[config.mk]
export PLATFORM = sky130hd
export DESIGN_NAME = period_avg_filter_flat
export DESIGN_NICKNAME = d
export VERILOG_FILES = /design/src/rtl/period_pkg.sv /design/src/rtl/period_avg_filter_if.sv /design/src/rtl/period_ring_buf.sv /design/src/rtl/period_avg_filter.sv /design/src/flat_wrapper.sv
export SDC_FILE = /design/constraint.sdc
export NUM_CORES = 1
export LEC_CHECK = 0
export CAP_MARGIN = 20
export CORE_ASPECT_RATIO = 1.1
export CORE_MARGIN = 4
export CORE_UTILIZATION = 54
export DETAILED_ROUTE_END_ITERATION = 8
export PLACE_DENSITY = 0.77
export RECOVER_POWER = 25
export SKIP_CTS_REPAIR_TIMING = 1
export SYNTH_ARGS = -nofsm -noshare
export SYNTH_HDL_FRONTEND = slang
export SYNTH_SLANG_ARGS = --single-unit
[constraint.sdc]
create_clock -name clk -period 7.4 [get_ports clk]
set_clock_uncertainty 0.2 [all_clocks]
set_input_delay 1.48 -clock clk [delete_from_list [all_inputs] [get_ports clk]]
set_output_delay 1.48 -clock clk [all_outputs]
set_load 0.02 [all_outputs]
[src/rtl/period_pkg.sv]
// Shared definitions for the period averaging path: clock rate, default
// acceptance limits and the tracking state encoding.
package period_pkg;

    localparam int unsigned CLK_HZ          = 100_000_000;
    localparam int unsigned DEF_MIN_PERIOD  = CLK_HZ / 1000;   // 1 kHz
    localparam int unsigned DEF_MAX_PERIOD  = CLK_HZ / 10;     // 10 Hz
    localparam int unsigned DEF_TIMEOUT_CYC = CLK_HZ / 5;      // 200 ms of silence

    typedef enum logic [1:0] {
        ST_WARMUP = 2'd0,
        ST_TRACK  = 2'd1,
        ST_LOST   = 2'd2
    } state_e;

endpackage

[src/rtl/period_avg_filter_if.sv]
// Sample input and statistics output bundle between the period measurement
// stage (master) and the averaging filter (slave).
interface period_avg_filter_if;

    logic               clear;
    logic               in_valid;
    logic [31:0]        in_period;
    logic               out_valid;
    logic [31:0]        avg_period;
    logic signed [31:0] jitter;
    logic [31:0]        min_period;
    logic [31:0]        max_period;
    logic               range_err;
    logic [15:0]        err_cnt;
    logic               signal_lost;
    logic               locked;

    modport master (
        output clear, in_valid, in_period,
        input  out_valid, avg_period, jitter, min_period, max_period,
               range_err, err_cnt, signal_lost, locked
    );

    modport slave (
        input  clear, in_valid, in_period,
        output out_valid, avg_period, jitter, min_period, max_period,
               range_err, err_cnt, signal_lost, locked
    );

endinterface

[src/rtl/period_ring_buf.sv]
// Window storage of the last 2^LOG2_N accepted periods; the entry about to be
// overwritten is exposed combinationally so the running sum can subtract it.
module period_ring_buf #(
    parameter int LOG2_N = 3,
    parameter int W      = 32
) (
    input  logic            clk,
    input  logic            rst,
    input  logic            flush,
    input  logic            wr_en,
    input  logic [W-1:0]    wr_data,
    output logic [W-1:0]    evicted,
    output logic [LOG2_N:0] fill
);

    logic [W-1:0]        mem [1 << LOG2_N];
    logic [LOG2_N-1:0]   wptr;

    assign evicted = mem[wptr];

    always_ff @(posedge clk) begin
        if (wr_en) mem[wptr] <= wr_data;
    end

    // fill saturates at N; its top bit doubles as the window-full flag
    always_ff @(posedge clk) begin
        if (rst || flush) begin
            wptr <= '0;
            fill <= '0;
        end else if (wr_en) begin
            wptr <= wptr + 1'b1;
            if (!fill[LOG2_N]) fill <= fill + 1'b1;
        end
    end

endmodule

[src/rtl/period_avg_filter.sv]
// Range-checks period samples, keeps a sliding-window average, jitter and
// min/max, and declares the input lost after a silence timeout.
module period_avg_filter
    import period_pkg::*;
#(
    parameter int          LOG2_N      = 3,
    parameter int unsigned MIN_PERIOD  = DEF_MIN_PERIOD,
    parameter int unsigned MAX_PERIOD  = DEF_MAX_PERIOD,
    parameter int unsigned TIMEOUT_CYC = DEF_TIMEOUT_CYC
) (
    input  logic               clk,
    input  logic               rst,
    period_avg_filter_if.slave bus
);

    localparam int N      = 1 << LOG2_N;
    localparam int SW     = 32 + LOG2_N;
    localparam int STAGES = 1;

    state_e             state;
    logic [SW-1:0]      sum;
    logic [31:0]        idle, prev, min_r, max_r, avg_r;
    logic signed [31:0] jitter_r;
    logic               have_prev, range_err_r;
    logic [15:0]        err_cnt_r;
    logic [STAGES:0]    vld_pipe;

    logic               in_rng, accept, reject, timeout, flush, full, to_track;
    logic [LOG2_N:0]    fill;
    logic [31:0]        evicted;
    logic [SW-1:0]      sum_nxt;

    assign in_rng   = (bus.in_period >= MIN_PERIOD) && (bus.in_period <= MAX_PERIOD);
    assign accept   = bus.in_valid && !bus.clear && in_rng;
    assign reject   = bus.in_valid && !bus.clear && !in_rng;
    assign timeout  = !bus.in_valid && !bus.clear && (idle == TIMEOUT_CYC - 1);
    assign flush    = bus.clear || timeout;
    assign full     = fill[LOG2_N];
    assign to_track = full || (fill == (LOG2_N+1)'(N - 1));
    assign sum_nxt  = sum + SW'(bus.in_period) - (full ? SW'(evicted) : '0);

    period_ring_buf #(.LOG2_N(LOG2_N), .W(32)) u_ring (
        .clk     (clk),
        .rst     (rst),
        .flush   (flush),
        .wr_en   (accept),
        .wr_data (bus.in_period),
        .evicted (evicted),
        .fill    (fill)
    );

    always_ff @(posedge clk) begin
        if (rst) begin
            state       <= ST_WARMUP;
            sum         <= '0;
            idle        <= '0;
            prev        <= '0;
            have_prev   <= 1'b0;
            vld_pipe    <= '0;
            avg_r       <= '0;
            jitter_r    <= '0;
            min_r       <= '1;
            max_r       <= '0;
            range_err_r <= 1'b0;
            err_cnt_r   <= '0;
        end else begin
            vld_pipe    <= {vld_pipe[STAGES-1:0], accept && to_track};
            range_err_r <= reject;
            // the timer parks at its limit so LOST is held until a sample arrives
            if (bus.in_valid || bus.clear) idle <= '0;
            else if (!timeout)             idle <= idle + 32'd1;

            if (bus.clear)                             err_cnt_r <= '0;
            else if (reject && err_cnt_r != 16'hFFFF) err_cnt_r <= err_cnt_r + 16'd1;

            if (flush) begin
                state     <= bus.clear ? ST_WARMUP : ST_LOST;
                sum       <= '0;
                min_r     <= '1;
                max_r     <= '0;
                have_prev <= 1'b0;
            end else if (accept) begin
                state     <= to_track ? ST_TRACK : ST_WARMUP;
                sum       <= sum_nxt;
                jitter_r  <= have_prev ? $signed(bus.in_period - prev) : '0;
                prev      <= bus.in_period;
                have_prev <= 1'b1;
                if (bus.in_period < min_r) min_r <= bus.in_period;
                if (bus.in_period > max_r) max_r <= bus.in_period;
            end

            if (vld_pipe[0]) avg_r <= 32'(sum >> LOG2_N);
        end
    end

    assign bus.out_valid   = vld_pipe[STAGES];
    assign bus.avg_period  = avg_r;
    assign bus.jitter      = jitter_r;
    assign bus.min_period  = min_r;
    assign bus.max_period  = max_r;
    assign bus.range_err   = range_err_r;
    assign bus.err_cnt     = err_cnt_r;
    assign bus.signal_lost = (state == ST_LOST);
    assign bus.locked      = (state == ST_TRACK);

endmodule

[src/flat_wrapper.sv]
// flat-port wrapper written by rule: the top's interface ports become plain ports
module period_avg_filter_flat import period_pkg::*;
#(
    parameter int          LOG2_N      = 3,
    parameter int unsigned MIN_PERIOD  = DEF_MIN_PERIOD,
    parameter int unsigned MAX_PERIOD  = DEF_MAX_PERIOD,
    parameter int unsigned TIMEOUT_CYC = DEF_TIMEOUT_CYC
)
  (clk, rst, bus_clear, bus_in_valid, bus_in_period, bus_out_valid, bus_avg_period, bus_jitter, bus_min_period, bus_max_period, bus_range_err, bus_err_cnt, bus_signal_lost, bus_locked);
  period_avg_filter_if bus_i ();
  input  logic clk;
  input  logic rst;
  input wire logic [$bits(bus_i.clear)-1:0] bus_clear;
  input wire logic [$bits(bus_i.in_valid)-1:0] bus_in_valid;
  input wire logic [$bits(bus_i.in_period)-1:0] bus_in_period;
  output wire logic [$bits(bus_i.out_valid)-1:0] bus_out_valid;
  output wire logic [$bits(bus_i.avg_period)-1:0] bus_avg_period;
  output wire logic [$bits(bus_i.jitter)-1:0] bus_jitter;
  output wire logic [$bits(bus_i.min_period)-1:0] bus_min_period;
  output wire logic [$bits(bus_i.max_period)-1:0] bus_max_period;
  output wire logic [$bits(bus_i.range_err)-1:0] bus_range_err;
  output wire logic [$bits(bus_i.err_cnt)-1:0] bus_err_cnt;
  output wire logic [$bits(bus_i.signal_lost)-1:0] bus_signal_lost;
  output wire logic [$bits(bus_i.locked)-1:0] bus_locked;
  assign bus_i.clear = bus_clear;
  assign bus_i.in_valid = bus_in_valid;
  assign bus_i.in_period = bus_in_period;
  assign bus_out_valid = bus_i.out_valid;
  assign bus_avg_period = bus_i.avg_period;
  assign bus_jitter = bus_i.jitter;
  assign bus_min_period = bus_i.min_period;
  assign bus_max_period = bus_i.max_period;
  assign bus_range_err = bus_i.range_err;
  assign bus_err_cnt = bus_i.err_cnt;
  assign bus_signal_lost = bus_i.signal_lost;
  assign bus_locked = bus_i.locked;
  period_avg_filter #(.LOG2_N(LOG2_N), .MIN_PERIOD(MIN_PERIOD), .MAX_PERIOD(MAX_PERIOD), .TIMEOUT_CYC(TIMEOUT_CYC)) u_core (.clk(clk), .rst(rst), .bus(bus_i));
endmodule
# Yosys cells after proc, flatten, opt, wreduce, memory -nomap -nowiden
# Memory sizes are Yosys's and may differ from the RTL's. A register that Yosys moved wholly into a read port is not among the register bits.
# Cells that the tools add are included.
totals:
  n_memories: 1
  elab_cells: 68
  regBits: 256
  mem_bits_rw: 256
mem_list:
  columns: ["name", "depth", "width", "read_ports", "rd_clocked_by_memory_dff", "wr", "line", "source"]
  rows:
  - ["u_core.u_ring.mem", 8, 32, 1, 1, 1, "period_ring_buf.sv:16", "logic [W-1:0] mem [1 << LOG2_N];"]
op_classes:
  n_eq_ne: 5
  n_bitwise: 2
  reduce_logical: 23
  order_cmp: 4
  addsub: 7
  n_mux: 11
ops:
  columns: ["op", "n"]
  rows:
  - ["32-bit 2-to-1 mux", 2]
  - ["35-bit by 32-bit adder with 35-bit output", 1]
  - ["35-bit subtractor", 1]
  - ["32-bit by 1-bit adder with 32-bit output, second input constant", 1]
  - ["32-bit by 25-bit == test with 1-bit output, second input constant", 1]
  - ["32-bit by 17-bit greater-or-equal comparator with 1-bit output, second input constant", 1]
  - ["32-bit greater-than comparator", 1]
  - ["32-bit by 24-bit less-or-equal comparator with 1-bit output, second input constant", 1]
  - ["32-bit less-than comparator", 1]
  - ["32-bit subtractor", 1]
  - ["16-bit by 1-bit adder with 16-bit output, second input constant", 1]
  - ["16-bit != test, second input constant", 1]
  - ["1-bit logical AND", 8]
  - ["2-bit AND reduction", 4]
  - ["2-bit 2-to-1 mux", 3]
  - ["3-bit 2-to-1 mux", 2]
  - ["2-bit OR reduction", 3]
  - ["4-bit by 1-bit adder with 4-bit output, second input constant", 1]
  - ["4-bit by 3-bit == test with 1-bit output, second input constant", 1]
  - ["1-bit logical OR", 4]
  - ["4-bit 2-to-1 mux", 1]
  - ["3-bit by 1-bit adder with 3-bit output, second input constant", 1]
  - ["1-bit logical NOT", 3]
  - ["1-bit 2-to-1 mux", 3]
  - ["4 further kinds", 5]

# Depth between registers and ports, before layout
depth:
  word_depth: 6
  depth_mapped: 19
  depth_no_buf: 17

# By module
# From an unflattened synthesis, not the netlist that was laid out.
unflattened:
  cells_unflattened: 2319
  area_unflattened_um2: 25733.4
by_module_without_submodules:
  columns: ["module", "cells_each", "area_per_inst_um2", "seq_area_each_um2", "instances"]
  rows:
  - ["period_avg_filter", 1903, 15557.4, 4984.8, 1]
  - ["period_ring_buf", 416, 10176.0, 7887.6, 1]

# Least setup slack after synthesis
# Ideal clock, no wire load.
synth_timing:
  kind: "input port to flip-flop"
  startpoint: "input bus_in_period[24]"
  endpoint: "memory u_core.u_ring.mem[2][0] (enable)"
  arrival_ns: 6.361
  stages: 8
  setup_slack_ns: 0.326
  required_ns: 6.687
  n_path_buf: 2
  path_cell_list: "nor4_2 > and3_1 > o221a_1 > o32ai_1 > or3b_1 > clkbuf_1 > clkbuf_1 > nor4b_1"
synth_via:
  elab_chain_cells: 5
  elab_cells_between_ends: 6
synth_lines:
  columns: ["item", "line", "source"]
  rows:
  - ["from (decl)", "flat_wrapper.sv:15", "input wire logic [$bits(bus_i.in_period)-1:0] bus_in_period;"]
  - ["32-bit by 17-bit greater-or-equal comparator with 1-bit output or 32-bit by 24-bit less-or-equal comparator with 1-bit output (tied branches)", "period_avg_filter.sv:33", "assign in_rng = (bus.in_period >= MIN_PERIOD) && (bus.in_period <= MAX_PERIOD);"]
  - ["1-bit logical AND *", "period_avg_filter.sv:33", null]
  - ["1-bit logical AND *", "period_avg_filter.sv:34", "assign accept = bus.in_valid && !bus.clear && in_rng;"]
  - ["1-bit 2-to-1 mux *", "period_ring_buf.sv:22", "if (wr_en) mem[wptr] <= wr_data;"]
  - ["1-bit 2-to-1 mux (implied by the code) *", "period_ring_buf.sv:22", null]
  - ["to (decl)", "period_ring_buf.sv:16", null]
# Mark *: on every way between the ends. The rest lies on a longest branch, timed or not.

# Final worst setup path
layout_timing:
  startpoint: "input bus_in_period[11]"
  endpoint: "register u_core.sum[32]"
layout_via:
  elab_chain_cells: 3
  elab_cells_between_ends: 6
layout_lines:
  columns: ["item", "line", "source"]
  rows:
  - ["parallel branches: the longest is 3 deep, another holds 35-bit by 32-bit adder with 35-bit output", null, null]
  - ["to (signal assigned)", "period_avg_filter.sv:84", "sum <= sum_nxt;"]
  - ["to (decl)", "period_avg_filter.sv:21", "logic [SW-1:0] sum;"]
# Parallel ways; which one is timed is not known.
# A chain may end at the register's enable or synchronous reset.

==> flow_summary_export.csv <==
group,metric,value,unit
clocking,htree_levels,2,
timing,fmax,0.1668,GHz
timing,min_period_over_period,0.8101,
timing,period_minus_slack,5.995,ns
synthesis,synth_edf_count,256,
place,gp_congestion,0.9660,
route,drt-total-wl,69590,um
global_route,grt_pass1_vias,18970,
cells_and_area,layout-drive-gt1-share,0.08598,
setup_path,setup.worst_path.class,"primary input to flip-flop",
cells_and_area,multi_input_area,0.01114,sq mm
synthesis,ys.flop_type,"dfxtp_1",
synthesis,ys_top_cells_by_count,"dfxtp_1 (259), edfxtp_1 (256), inv_1 (235)",
run_status,status,"complete, but fails checks",
floorplan,ioPinCount,184,
setup_path,cp_top_family,"buffers and inverters",
synthesis,yosys.area.top_type,"edfxtp_1",
route,ant_nets,0,
synthesis,syn_nets,2505,
run,drv_cap,1,
min_path,hp-class,"flip-flop to flip-flop",
setup_path,crit_chain,"dlygate4sd3_1 -> clkbuf_1 -> inv_1 -> fa_1 -> inv_1 -> ha_1 -> nand4_1 -> a211oi_1 -> a21oi_1 -> a21oi_2 -> nand3_1 -> or4_1 -> a31o_2 -> a21oi_1 -> mux2i_1 -> a211oi_1",
route,drc,0,
setup_path,crit_fanout,16,
cells_and_area,seqCellArea,0.01288,sq mm
global_route,grt_pass1_wl,108200,um
route,post_drt_wl_per_cell,22.19,um
route,num_vias,18559,
route,vias_per_cell,5.918,
timing,tns,0,ns
timing,grt_setup_unrepaired,"no",
setup_path,worst-path-buf-inv,4,
clocking,cts_sinks,515,
timing,worst_pin_slew,3.757,ns
global_route,grt-ovfl-total,0,
synthesis,synth-seq-cells,515,
global_route,antenna_found_initial,2,
place,pre_cts_ws,1.348,ns
timing,fin_ws,1.405,ns
clocking,cts_root_buf,"clkbuf_16",
setup_path,critical_path_required,7.62,ns
clocking,tritoncts,"yes",
setup_path,cp_data_arrival_time,6.22,ns
setup_path,critical-path-max-stage-delay,0.76,ns
place,portBuffers,183,
synthesis,netlist_top_cells_area,"edfxtp_1 (31%), dfxtp_1 (21%), ha_1 (6.6%)",
clocking,cts_inserted_buffers,52,
cells_and_area,fillers,3479,
synthesis,yosysSeqAreaShare,0.5112,
place,dp_hpwl,47420,um
timing,setup-violations-final,0,
synthesis,synth_area,0.02518,sq mm
synthesis,yosysMostFrequentCell,"dfxtp_1",
setup_path,r2r_slack,1.79,ns
floorplan,dieArea,0.05015,sq mm
route,drtPass1Iterations,5,
synthesis,syn_avg_cell_area,10.93,sq um
floorplan,die_h,234.5,um
power,peakVddDrop,0.1676,mV
floorplan,coreArea,0.04586,sq mm
power,p_leak,0.01113,uW
setup_path,critPathLaunchType,"primary input",
clocking,cts_buffer_depth,3,
clocking,insertion_delay,0.62,ns
setup_path,cpMaxStageDelayCell,"clkbuf_1",
synthesis,ys.warnings.count,0,
synthesis,yosysTopAreaCellShare,0.3053,
floorplan,die_w,213.9,um
timing,relSlewSlack,-1.504,
floorplan,initial_core_util,0.5491,
synthesis,syn_inst,2303,
synthesis,async_reset_ff_frac,0,
route,drt_iter0_markers,1798,
floorplan,rows,82,
place,post_dp_cell_area,0.02791,sq mm
timing,finalHoldViolations,0,
cells_and_area,syn_to_final_growth,17.51,%
cells_and_area,nets,2709,
cells_and_area,stdcell_area,0.02959,sq mm
global_route,grt_max_degree,83,
clocking,clk_pin_slew,0.06,ns
global_route,grt_usage,0.2794,
run_status,violations,"max-capacitance violations, max-slew violations",
power,power_density,207.7,mW/mm^2
synthesis,ys_types,77,
timing,whs,0.2520,ns
setup_path,end_kind,"flip-flop",
timing,slew_viol_final,83,
-- routing by layer --
metal | GRT usage | share of wire
met4 | 0.1106 | 0.041
met5 | 0 | 0.00016
met2 | 0.4571 | 0.47
met3 | 0.04998 | 0.081
met1 | 0.3727 | 0.41
-- cell type report --
cell class,instances,area share
Antenna cell,1,0.00008457
Clock buffer,67,0.04825
Clock inverter,27,0.01129
Inverter,235,0.02981
Multi-Input combinational cell,1462,0.3766
Sequential cell,515,0.4353
Tap cell,588,0.02486
Timing Repair Buffer,241,0.07379
-- worst paths after layout --
path	endpoint	from	depth (start not counted)
worst max-delay path	u_core.sum[32]	bus_in_period[11]	16
worst min-delay path	u_core.prev[27]	u_core.prev[27]	2
worst max register to register	u_core.sum[32]	flip-flop	16
worst min register to register	u_core.prev[27]	u_core.prev[27]	2
-- cells by family (layout without fill, tap and decap cells) --
family                   after synthesis  count (layout)  share of synthesized area
buffers and inverters                326             570                    0.04914
multiplexers                         156             156                    0.09391
other                                  0               1                          0
AO/OA/AOI/OAI                        384             384                    0.09814
AND/OR/NAND/NOR                      662             662                     0.1226
adder cells (fa/ha/maj)              166             166                    0.09232
XOR/XNOR                              94              94                    0.03270
flip-flops                           515             515                     0.5112
-- placed cells by master (no fill, tap or decap), types with 29 or more instances in the layout --
| master | Yosys | layout |
|---|---|---|
| edfxtp_1 | 256 | 256 |
| dfxtp_1 | 259 | 255 |
| inv_1 | 235 | 235 |
| nand2_1 | 234 | 234 |
| nor2_1 | 176 | 174 |
| clkdlybuf4s50_1 | 0 | 156 |
| a21oi_1 | 143 | 143 |
| ha_1 | 133 | 133 |
| mux2i_1 | 90 | 90 |
| mux4_2 | 64 | 64 |
| a21o_1 | 60 | 60 |
| o21ai_0 | 59 | 59 |
| nand3_1 | 54 | 54 |
| clkbuf_16 | 0 | 52 |
| xnor2_1 | 47 | 47 |
| xor2_1 | 47 | 47 |
| nor2b_1 | 41 | 41 |
| nor3_1 | 35 | 33 |
| fa_1 | 33 | 33 |
| clkbuf_1 | 67 | 33 |
| buf_4 | 0 | 33 |
| o211ai_1 | 29 | 29 |
-- registers in the layout (all words and copies together) (netlist names), named ones only --
register and count:
u_core.u_ring.mem 256, u_core.idle 32, u_core.u_ring.fill 4, u_core.state 2, u_core.bus.range_err 1, u_core.sum 35
u_core.u_ring.wptr 3, u_core.bus.jitter 32, u_core.bus.err_cnt 16, u_core.bus.min_period 32, u_core.bus.avg_period 32, u_core.have_prev 1
u_core.bus.max_period 32, u_core.prev 32, u_core.vld_pipe 2
-- stage by stage --
step,cells,util,total power (uW)
after floorplan,2303,-,3321
after global placement,3040,0.6086,3480
after detailed placement,3040,0.6086,3488
after CTS,3134,0.6470,6183
after global routing,3135,0.6451,6344
final,3136,0.6452,6144
-- worst register-to-register path: cells and delay by family (launching register included) --
family / cells / cell delay (ns)
flops: 1 / 0.98
buf+inv: 1 / 0.04
compound gates: 6 / 1.25
mux: 3 / 1.19
fa+ha+maj: 2 / 0.89
simple gates: 4 / 0.86
-- power by group --
| part | switching [uW] | internal, uW |
|---|---|---|
| logic | 285 | 155 |
| registers | 0.888 | 2990 |
| clock network | 1140 | 1580 |
Power figures use the tool's default switching activity.
